[config.mk]
export PLATFORM = sky130hd
export DESIGN_NAME = multicycle_control_flat
export DESIGN_NICKNAME = d
export VERILOG_FILES = /design/src/rtl/multicycle_control_pkg.sv /design/src/rtl/multicycle_control_if.sv /design/src/rtl/multicycle_control_opcode_class_decoder.sv /design/src/rtl/multicycle_control.sv /design/src/flat_wrapper.sv
export SDC_FILE = /design/constraint.sdc
export NUM_CORES = 1
export LEC_CHECK = 0
export ABC_AREA = 1
export CAP_MARGIN = 20
export CORE_ASPECT_RATIO = 0.9
export CORE_MARGIN = 10
export CORE_UTILIZATION = 40
export CTS_BUF_LIST = sky130_fd_sc_hd__clkbuf_16
export DETAILED_ROUTE_END_ITERATION = 10
export GPL_ROUTABILITY_DRIVEN = 0
export HOLD_SLACK_MARGIN = 0.15
export PLACE_DENSITY_LB_ADDON = 0.1
export SLEW_MARGIN = 10
export SYNTH_ARGS = -nofsm -noshare
export SYNTH_HDL_FRONTEND = slang
export SYNTH_HIERARCHICAL = 1
export SYNTH_SLANG_ARGS = --single-unit
[constraint.sdc]
create_clock -name clk -period 1.6 [get_ports clk]
set_input_delay 0.4 -clock clk [delete_from_list [all_inputs] [get_ports clk]]
set_output_delay 0.4 -clock clk [all_outputs]
set_load 0.05 [all_outputs]
[src/rtl/multicycle_control_pkg.sv]
// Shared definitions for the multicycle MIPS main control FSM and its neighbours (ula_control).
// Contents:
//   - opcode constants (instruction register [31:26])
//   - ula_operation codes handed to ula_control
//   - state encoding (IDLE=0 .. JUMP=12), exposed on state_o for debug
//   - opcode class record produced by the opcode class decoder
package multicycle_control_pkg;

  // Opcodes
  localparam logic [5:0] OP_RTYPE = 6'b000000;
  localparam logic [5:0] OP_J     = 6'b000010;
  localparam logic [5:0] OP_BEQ   = 6'b000100;
  localparam logic [5:0] OP_BNE   = 6'b000101;
  localparam logic [5:0] OP_ADDI  = 6'b001000;
  localparam logic [5:0] OP_SLTI  = 6'b001010;
  localparam logic [5:0] OP_ANDI  = 6'b001100;
  localparam logic [5:0] OP_ORI   = 6'b001101;
  localparam logic [5:0] OP_XORI  = 6'b001110;
  localparam logic [5:0] OP_LW    = 6'b100011;
  localparam logic [5:0] OP_SW    = 6'b101011;

  // ula_operation codes expanded by ula_control
  localparam logic [2:0] ULA_OP_ADD  = 3'b000;
  localparam logic [2:0] ULA_OP_SUB  = 3'b001;
  localparam logic [2:0] ULA_OP_FUNC = 3'b010;
  localparam logic [2:0] ULA_OP_SLTI = 3'b011;
  localparam logic [2:0] ULA_OP_ANDI = 3'b100;
  localparam logic [2:0] ULA_OP_ORI  = 3'b101;
  localparam logic [2:0] ULA_OP_XORI = 3'b110;

  // FSM states; codes 13..15 are unused and recover to StIdle
  typedef enum logic [3:0] {
    StIdle     = 4'd0,
    StFetch    = 4'd1,
    StDecode   = 4'd2,
    StMemAddr  = 4'd3,
    StMemRead  = 4'd4,
    StMemWb    = 4'd5,
    StMemWrite = 4'd6,
    StRExec    = 4'd7,
    StRWb      = 4'd8,
    StIExec    = 4'd9,
    StIWb      = 4'd10,
    StBranch   = 4'd11,
    StJump     = 4'd12
  } state_e;

  typedef struct packed {
    logic is_mem;     // lw or sw
    logic is_lw;
    logic is_r;
    logic is_branch;  // beq or bne
    logic is_jump;
    logic is_imm;     // addi/slti/andi/ori/xori
    logic illegal;
  } opclass_t;

endpackage

[src/rtl/multicycle_control_if.sv]
// Control bundle between the main control FSM and the multicycle datapath.
//   master : the control FSM (drives strobes, samples opcode and mem_ready)
//   slave  : the datapath/memory side
// Signals: opcode[5:0], mem_ready, pc_write, pc_write_cond, branch_ne, pc_source[1:0], i_or_d,
//          mem_read, mem_write, ir_write, mem_to_reg, reg_dst, reg_write, alu_src_a,
//          alu_src_b[1:0], ula_operation[2:0], illegal_op, state_o[3:0]
interface multicycle_control_if;
  logic [5:0] opcode;
  logic       mem_ready;
  logic       pc_write;
  logic       pc_write_cond;
  logic       branch_ne;
  logic [1:0] pc_source;
  logic       i_or_d;
  logic       mem_read;
  logic       mem_write;
  logic       ir_write;
  logic       mem_to_reg;
  logic       reg_dst;
  logic       reg_write;
  logic       alu_src_a;
  logic [1:0] alu_src_b;
  logic [2:0] ula_operation;
  logic       illegal_op;
  logic [3:0] state_o;

  modport master (
    input  opcode, mem_ready,
    output pc_write, pc_write_cond, branch_ne, pc_source, i_or_d, mem_read, mem_write,
           ir_write, mem_to_reg, reg_dst, reg_write, alu_src_a, alu_src_b, ula_operation,
           illegal_op, state_o
  );

  modport slave (
    output opcode, mem_ready,
    input  pc_write, pc_write_cond, branch_ne, pc_source, i_or_d, mem_read, mem_write,
           ir_write, mem_to_reg, reg_dst, reg_write, alu_src_a, alu_src_b, ula_operation,
           illegal_op, state_o
  );
endinterface

[src/rtl/multicycle_control_opcode_class_decoder.sv]
// Combinational opcode classifier for the main control FSM.
// Ports:
//   opcode  in  6  instruction register [31:26]
//   cls     out    {is_mem, is_lw, is_r, is_branch, is_jump, is_imm, illegal}
//   imm_op  out 3  ula_operation for the I-type ALU instructions (ADD when not I-type)
module multicycle_control_opcode_class_decoder
  import multicycle_control_pkg::*;
(
  input  logic [5:0] opcode,
  output opclass_t   cls,
  output logic [2:0] imm_op
);

  always_comb begin
    cls    = '0;
    imm_op = ULA_OP_ADD;
    case (opcode)
      OP_LW: begin
        cls.is_mem = 1'b1;
        cls.is_lw  = 1'b1;
      end
      OP_SW:          cls.is_mem    = 1'b1;
      OP_RTYPE:       cls.is_r      = 1'b1;
      OP_BEQ, OP_BNE: cls.is_branch = 1'b1;
      OP_J:           cls.is_jump   = 1'b1;
      OP_ADDI: begin
        cls.is_imm = 1'b1;
        imm_op     = ULA_OP_ADD;
      end
      OP_SLTI: begin
        cls.is_imm = 1'b1;
        imm_op     = ULA_OP_SLTI;
      end
      OP_ANDI: begin
        cls.is_imm = 1'b1;
        imm_op     = ULA_OP_ANDI;
      end
      OP_ORI: begin
        cls.is_imm = 1'b1;
        imm_op     = ULA_OP_ORI;
      end
      OP_XORI: begin
        cls.is_imm = 1'b1;
        imm_op     = ULA_OP_XORI;
      end
      default:        cls.illegal   = 1'b1;
    endcase
  end

endmodule

[src/rtl/multicycle_control.sv]
// Main control FSM of the multicycle MIPS datapath (feeds ula_control).
// Sequences fetch/decode/execute/memory/writeback per opcode and stalls on mem_ready.
// Ports:
//   clk, rst_n   clock (rising edge), asynchronous active-low reset
//   bus          multicycle_control_if.master: opcode/mem_ready in, datapath strobes,
//                ula_operation, illegal_op and state_o out
//   cycle_cnt    (CTRL_PERF_COUNTERS_EN only) cycles spent outside IDLE
//   retired_cnt  (CTRL_PERF_COUNTERS_EN only) legal instructions completed
// Optional feature macro: CTRL_PERF_COUNTERS_EN (adds the two counters; absent by default).
// Outputs are decoded combinationally from the state register, so an asynchronous reset drops
// every strobe immediately.
module multicycle_control
  import multicycle_control_pkg::*;
#(
  parameter int unsigned PERF_CNT_WIDTH = 32
) (
  input  logic                      clk,
  input  logic                      rst_n,
  multicycle_control_if.master      bus
`ifdef CTRL_PERF_COUNTERS_EN
  ,
  output logic [PERF_CNT_WIDTH-1:0] cycle_cnt,
  output logic [PERF_CNT_WIDTH-1:0] retired_cnt
`endif
);

  if (PERF_CNT_WIDTH == 0) begin : g_bad_width
    $error("PERF_CNT_WIDTH must be at least 1");
  end

  state_e     state_q, state_d;
  opclass_t   cls;
  logic [2:0] imm_op;

  multicycle_control_opcode_class_decoder u_decoder (
    .opcode (bus.opcode),
    .cls    (cls),
    .imm_op (imm_op)
  );

  always_ff @(posedge clk or negedge rst_n) begin
    if (!rst_n) state_q <= StIdle;
    else        state_q <= state_d;
  end

  always_comb begin
    state_d = state_q;
    case (state_q)
      StIdle:     state_d = StFetch;
      StFetch:    if (bus.mem_ready) state_d = StDecode;
      StDecode: begin
        if      (cls.is_mem)    state_d = StMemAddr;
        else if (cls.is_r)      state_d = StRExec;
        else if (cls.is_branch) state_d = StBranch;
        else if (cls.is_jump)   state_d = StJump;
        else if (cls.is_imm)    state_d = StIExec;
        else                    state_d = StFetch;  // illegal: treated as a NOP
      end
      StMemAddr:  state_d = cls.is_lw ? StMemRead : StMemWrite;
      StMemRead:  if (bus.mem_ready) state_d = StMemWb;
      StMemWb:    state_d = StFetch;
      StMemWrite: if (bus.mem_ready) state_d = StFetch;
      StRExec:    state_d = StRWb;
      StRWb:      state_d = StFetch;
      StIExec:    state_d = StIWb;
      StIWb:      state_d = StFetch;
      StBranch:   state_d = StFetch;
      StJump:     state_d = StFetch;
      default:    state_d = StIdle;
    endcase
  end

  always_comb begin
    bus.pc_write      = 1'b0;
    bus.pc_write_cond = 1'b0;
    bus.branch_ne     = 1'b0;
    bus.pc_source     = 2'b00;
    bus.i_or_d        = 1'b0;
    bus.mem_read      = 1'b0;
    bus.mem_write     = 1'b0;
    bus.ir_write      = 1'b0;
    bus.mem_to_reg    = 1'b0;
    bus.reg_dst       = 1'b0;
    bus.reg_write     = 1'b0;
    bus.alu_src_a     = 1'b0;
    bus.alu_src_b     = 2'b00;
    bus.ula_operation = ULA_OP_ADD;
    bus.illegal_op    = 1'b0;
    bus.state_o       = state_q;
    case (state_q)
      StFetch: begin
        // PC+4 computed every fetch cycle, but IR/PC only load on the completing cycle
        bus.mem_read  = 1'b1;
        bus.alu_src_b = 2'b01;
        bus.ir_write  = bus.mem_ready;
        bus.pc_write  = bus.mem_ready;
      end
      StDecode: begin
        // Branch target into ALUOut ahead of a possible BRANCH
        bus.alu_src_b  = 2'b11;
        bus.illegal_op = cls.illegal;
      end
      StMemAddr: begin
        bus.alu_src_a = 1'b1;
        bus.alu_src_b = 2'b10;
      end
      StMemRead: begin
        bus.mem_read = 1'b1;
        bus.i_or_d   = 1'b1;
      end
      StMemWb: begin
        bus.reg_write  = 1'b1;
        bus.mem_to_reg = 1'b1;
      end
      StMemWrite: begin
        bus.mem_write = 1'b1;
        bus.i_or_d    = 1'b1;
      end
      StRExec: begin
        bus.alu_src_a     = 1'b1;
        bus.ula_operation = ULA_OP_FUNC;
      end
      StRWb: begin
        bus.reg_write = 1'b1;
        bus.reg_dst   = 1'b1;
      end
      StIExec: begin
        bus.alu_src_a     = 1'b1;
        bus.alu_src_b     = 2'b10;
        bus.ula_operation = imm_op;
      end
      StIWb:   bus.reg_write = 1'b1;
      StBranch: begin
        bus.alu_src_a     = 1'b1;
        bus.ula_operation = ULA_OP_SUB;
        bus.pc_write_cond = 1'b1;
        bus.pc_source     = 2'b01;
        bus.branch_ne     = (bus.opcode == OP_BNE);
      end
      StJump: begin
        bus.pc_write  = 1'b1;
        bus.pc_source = 2'b10;
      end
      default: ;
    endcase
  end

`ifdef CTRL_PERF_COUNTERS_EN
  logic                      retire;
  logic [PERF_CNT_WIDTH-1:0] cycle_q, retired_q;

  // Completion of a legal instruction; DECODE->FETCH only happens for illegal opcodes
  assign retire = (state_d == StFetch) &&
                  !(state_q inside {StIdle, StFetch, StDecode});

  always_ff @(posedge clk or negedge rst_n) begin
    if (!rst_n) begin
      cycle_q   <= '0;
      retired_q <= '0;
    end else begin
      if (state_q != StIdle) cycle_q   <= cycle_q + PERF_CNT_WIDTH'(1);
      if (retire)            retired_q <= retired_q + PERF_CNT_WIDTH'(1);
    end
  end

  assign cycle_cnt   = cycle_q;
  assign retired_cnt = retired_q;
`endif

endmodule

[src/flat_wrapper.sv]
// flat-port wrapper written by rule: the top's interface ports become plain ports
module multicycle_control_flat import multicycle_control_pkg::*;
#(
  parameter int unsigned PERF_CNT_WIDTH = 32
)
  (clk, rst_n, bus_opcode, bus_mem_ready, bus_pc_write, bus_pc_write_cond, bus_branch_ne, bus_pc_source, bus_i_or_d, bus_mem_read, bus_mem_write, bus_ir_write, bus_mem_to_reg, bus_reg_dst, bus_reg_write, bus_alu_src_a, bus_alu_src_b, bus_ula_operation, bus_illegal_op, bus_state_o);
  multicycle_control_if bus_i ();
  input  logic clk;
  input  logic rst_n;
  input wire logic [$bits(bus_i.opcode)-1:0] bus_opcode;
  input wire logic [$bits(bus_i.mem_ready)-1:0] bus_mem_ready;
  output wire logic [$bits(bus_i.pc_write)-1:0] bus_pc_write;
  output wire logic [$bits(bus_i.pc_write_cond)-1:0] bus_pc_write_cond;
  output wire logic [$bits(bus_i.branch_ne)-1:0] bus_branch_ne;
  output wire logic [$bits(bus_i.pc_source)-1:0] bus_pc_source;
  output wire logic [$bits(bus_i.i_or_d)-1:0] bus_i_or_d;
  output wire logic [$bits(bus_i.mem_read)-1:0] bus_mem_read;
  output wire logic [$bits(bus_i.mem_write)-1:0] bus_mem_write;
  output wire logic [$bits(bus_i.ir_write)-1:0] bus_ir_write;
  output wire logic [$bits(bus_i.mem_to_reg)-1:0] bus_mem_to_reg;
  output wire logic [$bits(bus_i.reg_dst)-1:0] bus_reg_dst;
  output wire logic [$bits(bus_i.reg_write)-1:0] bus_reg_write;
  output wire logic [$bits(bus_i.alu_src_a)-1:0] bus_alu_src_a;
  output wire logic [$bits(bus_i.alu_src_b)-1:0] bus_alu_src_b;
  output wire logic [$bits(bus_i.ula_operation)-1:0] bus_ula_operation;
  output wire logic [$bits(bus_i.illegal_op)-1:0] bus_illegal_op;
  output wire logic [$bits(bus_i.state_o)-1:0] bus_state_o;
  assign bus_i.opcode = bus_opcode;
  assign bus_i.mem_ready = bus_mem_ready;
  assign bus_pc_write = bus_i.pc_write;
  assign bus_pc_write_cond = bus_i.pc_write_cond;
  assign bus_branch_ne = bus_i.branch_ne;
  assign bus_pc_source = bus_i.pc_source;
  assign bus_i_or_d = bus_i.i_or_d;
  assign bus_mem_read = bus_i.mem_read;
  assign bus_mem_write = bus_i.mem_write;
  assign bus_ir_write = bus_i.ir_write;
  assign bus_mem_to_reg = bus_i.mem_to_reg;
  assign bus_reg_dst = bus_i.reg_dst;
  assign bus_reg_write = bus_i.reg_write;
  assign bus_alu_src_a = bus_i.alu_src_a;
  assign bus_alu_src_b = bus_i.alu_src_b;
  assign bus_ula_operation = bus_i.ula_operation;
  assign bus_illegal_op = bus_i.illegal_op;
  assign bus_state_o = bus_i.state_o;
  multicycle_control #(.PERF_CNT_WIDTH(PERF_CNT_WIDTH)) u_core (.clk(clk), .rst_n(rst_n), .bus(bus_i));
endmodule
==> results.json, run 1 <==
{
  "synthMostInstantiatedCell": "nand2_1",
  "error": "[ERROR DPL-0038] Utilization greater than 100%, impossible to legalize",
  "synth-async-reset-ratio_pct": 100,
  "fp.dieH_um": 58.8,
  "synthFlopType": "dfrtp_1",
  "netlist_instances": 128,
  "ys_warn_count": 6,
  "status": "did not finish",
  "synth_top_area_share_pct": 20.7,
  "synth_edf_count": 0,
  "die_w_um": 63.1,
  "ys_seq_area_share_pct": 15.0,
  "port_buffers": 31,
  "synth_area_per_cell_sq_um": 5.23,
  "lastStage": "detailed placement",
  "num_rows": 13,
  "ys_types": 20,
  "netlist_top_cells_count": "37 x nand2_1, 24 x inv_1, 22 x nor2_1, 12 x nand3_1",
  "synth_area_leaders": "nand2_1 21%, dfrtp_1 15%, inv_1 13%, nor2_1 12%, nand3_1 9.0%",
  "synth_top_cell_by_area": "nand2_1",
  "yosys_register_bits": 4,
  "netlist_area_sq_um": 669,
  "synth_nets": 137,
  "start_util_pct": 44.3,
  "io_pins": 32
}
stage by stage:
step              setup TNS (ps)  worst slack (ps)  instance area (sq um)  hold slack [ps]  std cells
floorplan                  -1110              -142                    842              104        128
global placement           -4120              -541                   1560              605        202
kinds of logic after synthesis:
| kind of cell | count (synthesis) | synth area share, % |
|---|---|---|
| AND/OR/NAND/NOR | 90 | 63.2 |
| buffers and inverters | 27 | 15.7 |
| AO/OA/AOI/OAI | 7 | 6.17 |
| flip-flops | 4 | 15.0 |
==> run 2, diff against run 1 <==
CORE_AREA = 10 10 71 73   (was unset)
CORE_ASPECT_RATIO = unset   (was 0.9)
CORE_MARGIN = unset   (was 10)
CORE_UTILIZATION = unset   (was 40)
CTS_BUF_LIST = unset   (was sky130_fd_sc_hd__clkbuf_16)
DIE_AREA = 0 0 81 83   (was unset)
HOLD_SLACK_MARGIN = unset   (was 0.15)
PLACE_DENSITY_LB_ADDON = 0.15   (was 0.1)
==> results.json, run 2 <==
{
  "fin_ws_ps": -209,
  "num_rows": 22,
  "tightest_slew_ps": 301,
  "die-area_sq_um": 6720,
  "fp.dieH_um": 83,
  "post_drt_via_cell_ratio": 4.07,
  "endpoint_kind": "output port",
  "antenna_found_initial": 0,
  "crit_path_top_delay_cell": "dfrtp_4",
  "drt_iter0_markers": 29,
  "synthMostInstantiatedCell": "nand2_1",
  "netlist_instances": 128,
  "synthFlopType": "dfrtp_1",
  "ir_drop_mv": 1.01,
  "violations": "setup timing",
  "yosys_register_bits": 4,
  "leakagePower_nw": 0.843,
  "ys_seq_area_share_pct": 15.0,
  "drv_cap": 0,
  "crit_type": "reg2out",
  "final_cell_mix": "32 x buf_4, 27 x nand2_1, 23 x buf_12",
  "synth_top_cell_by_area": "nand2_1",
  "critical_path_arrival_ps": 1410,
  "synth_top_area_share_pct": 20.7,
  "dp_hpwl_mm": 2.36,
  "synthToLayoutAreaGrowth_pct": 162,
  "cp_cell_sequence": "nor2_4, a21oi_1, nor2_4, buf_12",
  "synth_area_per_cell_sq_um": 5.23,
  "stdcell_area_sq_um": 1750,
  "core_sq_um": 3630,
  "grt_pass1_vias": 1068,
  "placed_area_sq_um": 1650,
  "hold_viol_final": 0,
  "r2r_setup_slack_ps": 260,
  "cp_slowest_stage_delay_ps": 530,
  "startpoint_type": "flop",
  "path_max_fanout": 8,
  "drt-pass1-iter-count": 4,
  "largest_reg_flops": 4,
  "fmax_mhz": 553,
  "fin_crit_ps": 1810,
  "dp.cells": 235,
  "drc_errors": 0,
  "grt_pass1_wl_mm": 4.74,
  "cts_buffers": 3,
  "worstSkewPairLatency_ps": 220,
  "ys_types": 20,
  "netlist_area_sq_um": 669,
  "nNetsFinal": 206,
  "cpMostUsedCell": "nor2_4",
  "clock-sinks": 4,
  "gr-total-overflow": 0,
  "final_common_cell": "buf_4",
  "setup_viol": 18,
  "drive_above_1_share_pct": 60.0,
  "cts.clk_slew.worst_paths_ps": 30,
  "die_w_um": 81,
  "synth_nets": 137,
  "synth_edf_count": 0,
  "relSlewSlack_pct": 79.9,
  "antenna_left": 0,
  "start_util_pct": 18.4,
  "tritoncts": "done",
  "status": "finished, violations left",
  "synth_area_leaders": "nand2_1 21%, dfrtp_1 15%, inv_1 13%, nor2_1 12%, nand3_1 9.0%",
  "hold_path.class": "in2async",
  "root_buffer": "clkbuf_8",
  "fin_setup_tns_ps": -2660,
  "cts_buffer_depth": 2,
  "critPathRequiredTime_ps": 1200,
  "finalNonFillerCells": 243,
  "wire_per_inst_um": 11.1,
  "diodes": 0,
  "p_per_area_nw_per_um2": 1710,
  "synth-async-reset-ratio_pct": 100,
  "rr_worst_depth": 9,
  "skew_ps": 5.02,
  "r2r_start": "u_core/bus.state_o[0]",
  "routed_wl_mm": 2.70,
  "num_vias": 990,
  "cts_htree_levels": 1,
  "ys_warn_count": 6,
  "track_usage_pct": 8.44,
  "drv_slew": 0,
  "io_pins": 32,
  "finalCritPeriodShare_pct": 113,
  "netlist_top_cells_count": "37 x nand2_1, 24 x inv_1, 22 x nor2_1, 12 x nand3_1",
  "grt_max_degree": 9,
  "r2r-end": "u_core/bus.state_o[1]",
  "port_buffers": 31,
  "rsz0062_at_grt": "yes",
  "nFillCells": 364
}
[run 2: cell counts after synthesis]
Identical to the previous run, type by type.
[run 2: cell families (layout without fill, tap and decap cells)]
family / Yosys count / after routing / share of synthesized area (%)
and+or+nand+nor: 90 / 90 / 63.2
AOI/OAI and AO/OA: 7 / 7 / 6.17
buffers and inverters: 27 / 94 / 15.7
DFF: 4 / 4 / 15.0
[run 2: worst max path at each step]
stage | slack, ps | from | cells past startpoint | end
after floorplan | -140 | u_core/bus.state_o[3] | 4 | bus_branch_ne
after detailed placement | -590 | bus_opcode[1] | 10 | bus_ula_operation[0]
final | -210 | u_core/bus.state_o[2] | 4 | bus_ula_operation[1]
after global routing | -290 | u_core/bus.state_o[2] | 4 | bus_ula_operation[1]
after global placement | -580 | bus_opcode[1] | 10 | bus_ula_operation[0]
after CTS | -230 | u_core/bus.state_o[2] | 4 | bus_ula_operation[1]
[run 2: layer usage]
layer	vias up	wire, um	global-route usage, %	part of all wire [%]
met5	-	0	0	0
met4	0	0	2.35	0
met3	0	140	2.48	5.2
met2	19	1490	15.7	55
met1	443	1070	8.66	40
li1	528	-	-	-
[run 2: cell type report]
class | count | area (sq um) | share of cell area, %
Inverter | 26 | 104 | 5.92
Multi-Input combinational cell | 97 | 657 | 37.5
Sequential cell | 4 | 108 | 6.14
Clock buffer | 3 | 41.3 | 2.36
Tap cell | 48 | 60.1 | 3.43
Timing Repair Buffer | 65 | 783 | 44.7
[run 2: repair_timing]
action                     in CTS  in global routing
setup endpoints to repair      22                 19
setup buffers                   2                  3
resized for setup              31                  4
hold buffers                    0                  0
pin swaps                      11                  1
[run 2: worst max-delay path: cells and delay by family, from the launching register on]
| kind | cells | cell delay (ps) |
|---|---|---|
| flip-flops | 1 | 530 |
| AND/OR/NAND/NOR | 2 | 360 |
| AO/OA/AOI/OAI | 1 | 160 |
| buffers and inverters | 1 | 140 |
[run 2: power breakdown]
part,switching (mW),internal (mW)
logic,1.41,1.13
registers,0.0834,0.156
clock network,0.0504,0.160
total,1.55,1.45
[run 2: per-stage QoR]
step	hold slack, ps	utilization [%]	setup slack, ps	power, mW
after detailed placement	617	45.3	-585	2.69
after global routing	395	48.2	-286	3.19
after global placement	609	45.3	-576	2.67
final	385	48.2	-209	2.99
after floorplan	104	-	-142	1.54
after CTS	383	47.2	-228	2.99
No activity file was read; power rests on OpenSTA's default activity.
==> run 3, diff against run 2 <==
CELL_PAD_IN_SITES_DETAIL_PLACEMENT = 1   (was unset)
CELL_PAD_IN_SITES_GLOBAL_PLACEMENT = 2   (was unset)
CORE_AREA = unset   (was 10 10 71 73)
CORE_MARGIN = 10   (was unset)
CORE_UTILIZATION = 18   (was unset)
DIE_AREA = unset   (was 0 0 81 83)
clock period = 1.7 ns   (was 1.6 ns; I/O delays follow)
==> results.json, run 3 (synthesis results as in run 2) <==
{
  "status": "finished, violations left",
  "violations": "setup timing",
  "gr-total-overflow": 0,
  "hold_viol_final": 0,
  "cts_hold_buf": 0,
  "fin_crit_ps": 1840,
  "drive_above_1_share_pct": 63.1,
  "dpl_worst_slack_ps": -640,
  "grt_pass1_wl_mm": 5.54,
  "r2r_setup_slack_ps": 360,
  "routed_wl_mm": 3.42,
  "nNetsFinal": 206,
  "largest_reg_flops": 4,
  "cp_slowest_stage_delay_ps": 450,
  "num_rows": 22,
  "synthToLayoutAreaGrowth_pct": 169,
  "cts_htree_levels": 1,
  "ir_drop_mv": 1.17,
  "rr_worst_depth": 7,
  "tritoncts": "done",
  "path_max_fanout": 6,
  "fp.dieH_um": 81.0,
  "cp_top_family": "flip-flops",
  "r2r-end": "u_core/bus.state_o[3]",
  "relSlewSlack_pct": 81.6,
  "crit_buf_inv": 1,
  "cp_cell_sequence": "nor2_4, nand2_4, o22ai_4, buf_12",
  "io_pins": 32,
  "endpoint_kind": "output port",
  "crit_path_top_delay_cell": "dfrtp_2",
  "port_buffers": 31,
  "num_vias": 1060,
  "drc_errors": 0,
  "cts_buffers": 3,
  "start_util_pct": 18.4,
  "drv_cap": 0,
  "worstSkewPairLatency_ps": 220,
  "root_buffer": "clkbuf_8",
  "diodes": 0,
  "antenna_left": 0,
  "critPathRequiredTime_ps": 1270,
  "rsz0062_at_grt": "yes",
  "hold_path.class": "in2async",
  "finalCritPeriodShare_pct": 108,
  "antenna_found_initial": 0,
  "die-area_sq_um": 6560,
  "tightest_slew_ps": 276,
  "drv_slew": 0,
  "drt_iter0_markers": 20,
  "p_per_area_nw_per_um2": 1570,
  "nFillCells": 462,
  "cts_buffer_depth": 2,
  "final_common_cell": "buf_4",
  "cts.clk_slew.worst_paths_ps": 30,
  "crit_type": "reg2out",
  "startpoint_type": "flop",
  "drt-pass1-iter-count": 4,
  "fmax_mhz": 543,
  "dp_hpwl_mm": 2.63,
  "post_drt_via_cell_ratio": 4.36,
  "grt_max_degree": 7,
  "critical_path_arrival_ps": 1420,
  "final_cell_mix": "33 x buf_4, 26 x nand2_1, 23 x buf_12",
  "grt_pass1_vias": 1150,
  "skew_ps": 6.26,
  "wire_per_inst_um": 14.1,
  "core_sq_um": 3630,
  "track_usage_pct": 10.4,
  "leakagePower_nw": 0.867,
  "setup_viol": 15,
  "r2r_start": "u_core/bus.state_o[0]",
  "die_w_um": 81.0,
  "fin_ws_ps": -141,
  "clock-sinks": 4,
  "fin_setup_tns_ps": -1280
}
==> run 3: worst register-to-register path, cell delays in order, from the launching register on <==
cell and delay, ps:
dfrtp_2 420, inv_4 100, nand2_1 140, nor2_4 140, buf_4 120, buf_4 110
nand2_1 60, o21ai_2 170
==> run 3: layout make-up <==
type / count / area, sq um / share of cell area, %
Sequential cell: 4 / 105 / 5.84
Tap cell: 48 / 60.1 / 3.34
Timing Repair Buffer: 65 / 812 / 45.1
Inverter: 26 / 111 / 6.18
Multi-Input combinational cell: 97 / 671 / 37.2
Clock buffer: 3 / 41.3 / 2.29
==> run 3: worst max-delay path by stage <==
stage / cells after the start / endpoint / start / slack (ps)
final: 4 / bus_pc_write / u_core/bus.state_o[1] / -140
after floorplan: 3 / bus_mem_read / u_core/bus.state_o[0] / -140
after CTS: 9 / bus_ula_operation[0] / bus_opcode[4] / -130
after global routing: 9 / bus_ula_operation[0] / bus_opcode[5] / -220
after detailed placement: 8 / bus_illegal_op / bus_opcode[2] / -640
after global placement: 8 / bus_illegal_op / bus_opcode[2] / -660
==> run 3: stage by stage <==
stage	hold slack (ps)	power, mW	utilization [%]	area [sq um]	instances
floorplan	129	1.34	-	792	128
global placement	635	2.33	41.8	1520	225
detailed placement	652	2.34	41.8	1520	225
global route	434	2.99	49.6	1800	243
finish	420	2.82	49.6	1800	243
CTS	416	2.74	47.5	1720	241
==> run 3: timing repair <==
action	in CTS	in global routing
pin swaps	13	15
gates cloned	0	0
resized for setup	54	19
buffers inserted	13	3
endpoints found under the setup margin	22	22
==> run 3: power breakdown <==
part | internal (mW) | total, mW | switching (mW)
logic | 1.03 | 2.40 | 1.36
clock network | 0.151 | 0.204 | 0.0524
registers | 0.143 | 0.220 | 0.0772
==> run 3: per-layer routing <==
metal	up-vias	global-route usage, %	routed length [um]
met4	0	3.11	20
li1	532	-	-
met2	23	18.3	1780
met1	502	12.5	1520
met5	-	0	0
met3	3	1.88	109
